**config.mk**
```make
export PLATFORM = sky130hd
export DESIGN_NAME = pingpong_fill_ctrl
export DESIGN_NICKNAME = d
export VERILOG_FILES = /design/src/rtl/pingpong_fill_ctrl.sv
export SDC_FILE = /design/constraint.sdc
export NUM_CORES = 1
export LEC_CHECK = 0
export ABC_AREA = 1
export CAP_MARGIN = 5
export CORE_MARGIN = 2
export CORE_UTILIZATION = 35
export DETAILED_ROUTE_END_ITERATION = 10
export SYNTH_ARGS = -nofsm -noshare
export SYNTH_HDL_FRONTEND = slang
export SYNTH_SLANG_ARGS = --single-unit
export TNS_END_PERCENT = 50
```
**constraint.sdc**
```tcl
create_clock -name clk -period 1.7 [get_ports clk]
set_input_delay 0.51 -clock clk [delete_from_list [all_inputs] [get_ports clk]]
set_output_delay 0.51 -clock clk [all_outputs]
set_load 0.05 [all_outputs]
```
**src/rtl/pingpong_fill_ctrl.sv**
```systemverilog
// ---------------------------------------------------------------------------
// pingpong_fill_ctrl
//
// Purpose:
//   Sequences the loading of KT K-tiles into a two-bank (ping/pong) buffer.
//   Tiles are written alternately into bank 0 (ping) and bank 1 (pong). A
//   bank is refilled only after the consumer has released it. The block
//   counts the cycles it spends stalled on a full bank.
//
// Ports:
//   clk          rising-edge clock
//   rst          synchronous active-high reset
//   start        one-cycle pulse starting a sequence (honoured in IDLE only)
//   abort        level, terminates any sequence, highest priority
//   KT           number of tiles to load, sampled on an accepted start
//   fill_req     registered request to the loader
//   fill_bank    target bank of the request (0 = ping, 1 = pong)
//   fill_idx     tile index of the request
//   fill_done    loader pulse completing the outstanding request
//   rel_ping     consumer pulse freeing the ping bank
//   rel_pong     consumer pulse freeing the pong bank
//   valid_ping   ping bank holds unconsumed data
//   valid_pong   pong bank holds unconsumed data
//   busy         high whenever the controller is not IDLE
//   done         one-cycle pulse at the end of a completed sequence
//   wait_cycles  saturating count of cycles stalled on a full bank
//   proto_err    sticky protocol-violation flag (only with the macro below)
//
// Configuration:
//   PPFC_PROTOCOL_CHECK_EN  when defined, adds the proto_err output and the
//                           logic that detects protocol violations.
// ---------------------------------------------------------------------------
module pingpong_fill_ctrl #(
    parameter int KT_W  = 12,
    parameter int CNT_W = 32
) (
    input  logic             clk,
    input  logic             rst,
    input  logic             start,
    input  logic             abort,
    input  logic [KT_W-1:0]  KT,
    output logic             fill_req,
    output logic             fill_bank,
    output logic [KT_W-1:0]  fill_idx,
    input  logic             fill_done,
    input  logic             rel_ping,
    input  logic             rel_pong,
    output logic             valid_ping,
    output logic             valid_pong,
    output logic             busy,
    output logic             done,
    output logic [CNT_W-1:0] wait_cycles
`ifdef PPFC_PROTOCOL_CHECK_EN
    ,
    output logic             proto_err
`endif
);

    typedef enum logic [1:0] {IDLE, ISSUE, WAIT_FILL, DRAIN} state_t;

    state_t            state_q;
    logic              fill_req_q;
    logic              fill_bank_q;
    logic [KT_W-1:0]   fill_idx_q;
    logic [KT_W-1:0]   kt_q;
    logic              valid_ping_q;
    logic              valid_pong_q;
    logic              done_q;
    logic [CNT_W-1:0]  wait_cycles_q;

    logic [KT_W-1:0]   fill_idx_d;
    logic [CNT_W-1:0]  wait_cycles_d;
    logic              target_valid;

    // Next tile index (wraps naturally at 2^KT_W), the saturating stall
    // count, and whether the bank we want to fill next is still occupied.
    always_comb begin
        fill_idx_d    = fill_idx_q + KT_W'(1);
        wait_cycles_d = (&wait_cycles_q) ? wait_cycles_q : wait_cycles_q + CNT_W'(1);
        target_valid  = fill_bank_q ? valid_pong_q : valid_ping_q;
    end

    // Main controller. Abort wins over everything except reset. Releases are
    // applied before the case statement so that a fill completing on the
    // same edge (a later assignment) can still set its own bank's valid bit.
    // ISSUE decides on the valid bit as it was this cycle, so a release of
    // the target bank delays the request by exactly one cycle.
    always_ff @(posedge clk) begin
        if (rst) begin
            state_q       <= IDLE;
            fill_req_q    <= 1'b0;
            fill_bank_q   <= 1'b0;
            fill_idx_q    <= '0;
            kt_q          <= '0;
            valid_ping_q  <= 1'b0;
            valid_pong_q  <= 1'b0;
            done_q        <= 1'b0;
            wait_cycles_q <= '0;
        end else begin
            done_q <= 1'b0;
            if (abort) begin
                state_q      <= IDLE;
                fill_req_q   <= 1'b0;
                valid_ping_q <= 1'b0;
                valid_pong_q <= 1'b0;
            end else begin
                if (state_q != IDLE) begin
                    if (rel_ping) valid_ping_q <= 1'b0;
                    if (rel_pong) valid_pong_q <= 1'b0;
                end
                case (state_q)
                    IDLE: begin
                        if (start) begin
                            if (KT != '0) begin
                                kt_q          <= KT;
                                fill_idx_q    <= '0;
                                fill_bank_q   <= 1'b0;
                                wait_cycles_q <= '0;
                                state_q       <= ISSUE;
                            end else begin
                                done_q <= 1'b1;
                            end
                        end
                    end
                    ISSUE: begin
                        if (target_valid) begin
                            wait_cycles_q <= wait_cycles_d;
                        end else begin
                            fill_req_q <= 1'b1;
                            state_q    <= WAIT_FILL;
                        end
                    end
                    WAIT_FILL: begin
                        if (fill_done) begin
                            fill_req_q <= 1'b0;
                            if (fill_bank_q) valid_pong_q <= 1'b1;
                            else             valid_ping_q <= 1'b1;
                            fill_idx_q  <= fill_idx_d;
                            fill_bank_q <= ~fill_bank_q;
                            state_q     <= (fill_idx_d == kt_q) ? DRAIN : ISSUE;
                        end
                    end
                    DRAIN: begin
                        if (!valid_ping_q && !valid_pong_q) begin
                            done_q  <= 1'b1;
                            state_q <= IDLE;
                        end
                    end
                    default: state_q <= IDLE;
                endcase
            end
        end
    end

`ifdef PPFC_PROTOCOL_CHECK_EN
    logic proto_err_q;
    logic proto_viol;
    logic start_accepted;

    // A violation is a release of an empty bank, a loader completion with
    // no request outstanding, or a start while a sequence is running.
    always_comb begin
        proto_viol = (rel_ping && !valid_ping_q) ||
                     (rel_pong && !valid_pong_q) ||
                     (fill_done && state_q != WAIT_FILL) ||
                     (start && state_q != IDLE);
        start_accepted = start && !abort && state_q == IDLE;
    end

    // Sticky flag: an accepted start clears it, but a violation seen in the
    // same cycle still sets it so that no event is lost.
    always_ff @(posedge clk) begin
        if (rst) begin
            proto_err_q <= 1'b0;
        end else begin
            proto_err_q <= (start_accepted ? 1'b0 : proto_err_q) | proto_viol;
        end
    end

    assign proto_err = proto_err_q;
`endif

    assign fill_req    = fill_req_q;
    assign fill_bank   = fill_bank_q;
    assign fill_idx    = fill_idx_q;
    assign valid_ping  = valid_ping_q;
    assign valid_pong  = valid_pong_q;
    assign busy        = (state_q != IDLE);
    assign done        = done_q;
    assign wait_cycles = wait_cycles_q;

endmodule

```
==> summary.txt <==
Clocking
  • TritonCTS buffer count: 9
  • Post-CTS Hold Buffers: 0
  • CTS tree: built
  • Clk sinks: 63
  • Clock buffer depth: 2
  • Clk root buf: clkbuf_8
  • Clock transition at path regs: around 0.070 ns
  • Htree depth: 3
  • Clk_lat worst skew: 0.35 ns

Hold path
  • Worst Hold Class: input pin to flop
  • Hold path start: KT[6]
  • Worst Hold Depth: 3
  • Hold EP: kt_q[6]

Run
  • Max_cap viols: 0

Floorplan
  • Initial Util: 35.8%
  • Die area: 12000 sq um
  • Die Width: 109 um
  • CORE AREA: 10800 sq um
  • Die height: around 110 um
  • Num rows: 38
  • Top-level I/O count: slightly below 70

Global routing
  • Pin count of the biggest net entering global routing: 32
  • Met3 Track Usage GR: under 10%
  • First-pass GRT wire length: approximately 20000 um
  • Met1 Use GR: between 20% and 30%
  • Grt ovf: 0
  • Most Crowded Layer GR: met2
  • Vias in the first global route: between 4000 and 5000
  • GR Util met2: between 30% and 40%
  • GR Util All Layers: between 20% and 30%
  • Initial antenna violation count: 0

STA
  • Max Slew Vio Count: 0
  • Slew @ Worst Pin: approximately 0.49 ns
  • Setup violators final: 35
  • RSZ-0062 raised after global routing: true
  • Final Cycle Share: 111%
  • TNS Setup: -4.67 ns
  • Crit path time final: approximately 1.9 ns
  • Final Hold Viols: 0
  • F_max: around 0.53 GHz
  • Clk_skew: 0.0111 ns
  • Slew headroom: 67.7%
  • Setup ws final: -0.187 ns

Drt
  • Via count: approximately 4600
  • WL/cell: ~14 um
  • Pre-Repair DR Iteration Count: 5
  • 1st-iter DRT viols: roughly 250
  • Remaining DRCs: 0
  • DRT antenna net count: 0
  • Vias per Instance: 5.09
  • DRT Wirelength: about 13000 um

Synthesis
  • Register area share after synthesis: around a third
  • Post-Syn Nets: 652
  • Synth Area per Inst: 6.21 sq um
  • Mapped Cells: 626
  • Cell taking the most area after synthesis: dfxtp_1
  • Cell variety after synth: 32
  • FF+latch count, synth: between 60 and 70
  • Synth async-reset ratio: 0%
  • Top cells by area, synth: dfxtp_1, nand2_1, nor2_1
  • Post-synth EDFFs: 0
  • Synth Cell Area: about 3900 sq um
  • Synth top area share: between 30% and 40%
  • Main flop type after synthesis: dfxtp_1
  • Yosys warns: 0

Place
  • Placer congestion estimate: a little over 0.9
  • DPL Wire Length: roughly 9400 um
  • Pre-CTS setup slack: -0.636 ns
  • Port buffer count: approximately 70

Worst setup path
  • CP max stage cell: dfxtp_2
  • Number of cells on the worst reg-to-reg path: 14
  • Max stage delay on crit path: 0.35 ns
  • Worst EP required: approximately 2 ns
  • Reg2reg start: state_q[1]
  • Crit-path max FO: 6
  • Kind of critical path: flop to flop
  • CP Data Arrival Time: between 2 and 2.5 ns
  • Critical Path Sink Type: flop
  • Worst R2R Setup Slack: -0.19 ns
  • Critical R2R Capture: wait_cycles[19]
  • CP Launch Type: flop
  • Cells along the critical path: inv_4, ha_4, inv_8, nor2_4, nor2_2, o21ai_1, nor2_1, nand2_2, nor2_4, clkinv_4, buf_12, nor2_2, nand2_1, a21oi_2

Cells and area
  • Fill cells: between 900 and 1000
  • Sequential Area: around 1300 sq um
  • Antenna cells: 0
  • Nets: between 700 and 800
  • Layout cells sized above 1: ~36%
  • Area Growth Syn to Fin: 65.4%
  • Core Util, Final: between 50% and 60%
  • Multi-input logic area: approximately 2600 sq um

Power
  • Power Dens Cells: 510 nW/um^2
  • Peak supply drop: around 0.43 mV
  • Leak: between 0.002 and 0.0025 uW

Outcome
  • Status: finished, violations left
  • Failing checks: negative setup slack
[cell usage after synthesis (2+ instances only)]
cell type / n
o21ai_0: 25
buf_6: 3
a21o_1: 3
nor2_2: 5
nor3_2: 2
dfxtp_1: 63
inv_2: 3
a21oi_1: 56
nand3_1: 53
xor2_1: 8
buf_2: 6
nand2_1: 188
clkbuf_1: 8
ha_1: 7
or2_2: 3
nor3_1: 19
nand3_2: 2
nand4_1: 18
inv_1: 62
nor2_1: 75
xnor2_1: 3
nand3b_1: 4
[cells by family (layout without fill, tap and decap cells)]
logic type / Yosys count / after routing / synth area share [%]
and+or+nand+nor: 373 / 373 / 41.6
AOI/OAI and AO/OA: 87 / 87 / 11.6
buffers and inverters: 84 / 229 / 8.95
DFF: 63 / 63 / 32.5
xor gates and xnor gates: 12 / 12 / 3.09
adders and majority gates: 7 / 7 / 2.25
[cell usage in the layout, fill, tap and decap left out, drive strengths merged, types with 19 or more instances in the layout]
master  netlist  final
nand3        55     55
nor2         81     81
a21oi        56     56
nand2       188    188
dfxtp        63     63
inv          66     65
buf          10    128
nor3         21     21
nand4        19     19
o21ai        26     26
[area by class of cell]
| type | instances | share of cell area (%) |
|---|---|---|
| multi-input cells | 479 | 40.4 |
| flip-flops and latches | 63 | 20.5 |
| inverters | 66 | 4.13 |
| clock buffers | 12 | 2.43 |
| repair buffers | 148 | 29.5 |
| clock inverters | 3 | 0.273 |
| well taps | 140 | 2.73 |
[state kept, by name, summed over array words and instances, names as in the netlist]
register and flops:
fill_idx 12, valid_ping 1, kt_q 12, fill_bank 1, fill_req 1, done 1, valid_pong 1, state_q 2
wait_cycles 32
[what timing repair did]
item	CTS	global route
gates resized for setup	34	82
setup buffers	4	5
setup endpoints to repair	59	61
gates cloned	1	3
pin swaps	8	17
[power breakdown]
group	total (uW)	switching (uW)	leakage, uW	internal [uW]
clock	1190	582	0.0000874	606
sequential	1530	23.5	0.000532	1500
combinational	566	312	0.00185	254
total	3280	917	0.00247	2360
[layer usage]
layer | wire [um] | part of all wire, % | up-vias
met5 | 0 | 0 | -
met4 | 235 | 1.8 | 0
met1 | 5580 | 44 | 2151
met2 | 6100 | 48 | 160
li1 | - | - | 2306
met3 | 841 | 6.6 | 23
[metrics by stage]
step | instances | power, uW | hold WS [ns] | cell area, sq um
final | 911 | 3280 | 0.455 | 6430
after global routing | 911 | 3410 | 0.474 | 6430
after CTS | 905 | 3240 | 0.473 | 6120
after detailed placement | 885 | 2010 | 0.462 | 5810
after global placement | 885 | 2010 | 0.458 | 5810
after floorplan | 626 | 1800 | 0.442 | 3980
[worst max path at each step]
stage                     startpoint              end  slack (ns)  depth (start not counted)
final                     state_q[1]  wait_cycles[19]       -0.19                         14
after CTS                 state_q[1]  wait_cycles[19]       -0.14                         14
after global routing      state_q[1]  wait_cycles[19]       -0.36                         14
after detailed placement      KT[11]  wait_cycles[25]       -0.64                         11
after floorplan           state_q[1]  wait_cycles[19]       -0.01                         14
after global placement        KT[11]   wait_cycles[1]       -0.62                         12
[worst max-delay path: cells and delay by family, from the launching register on]
kind,cells,cell delay [ns]
simple gates,7,0.67
compound gates,2,0.17
buf+inv,4,0.44
flops,1,0.35
fa+ha+maj,1,0.18
(Power assumes the default switching activity.)
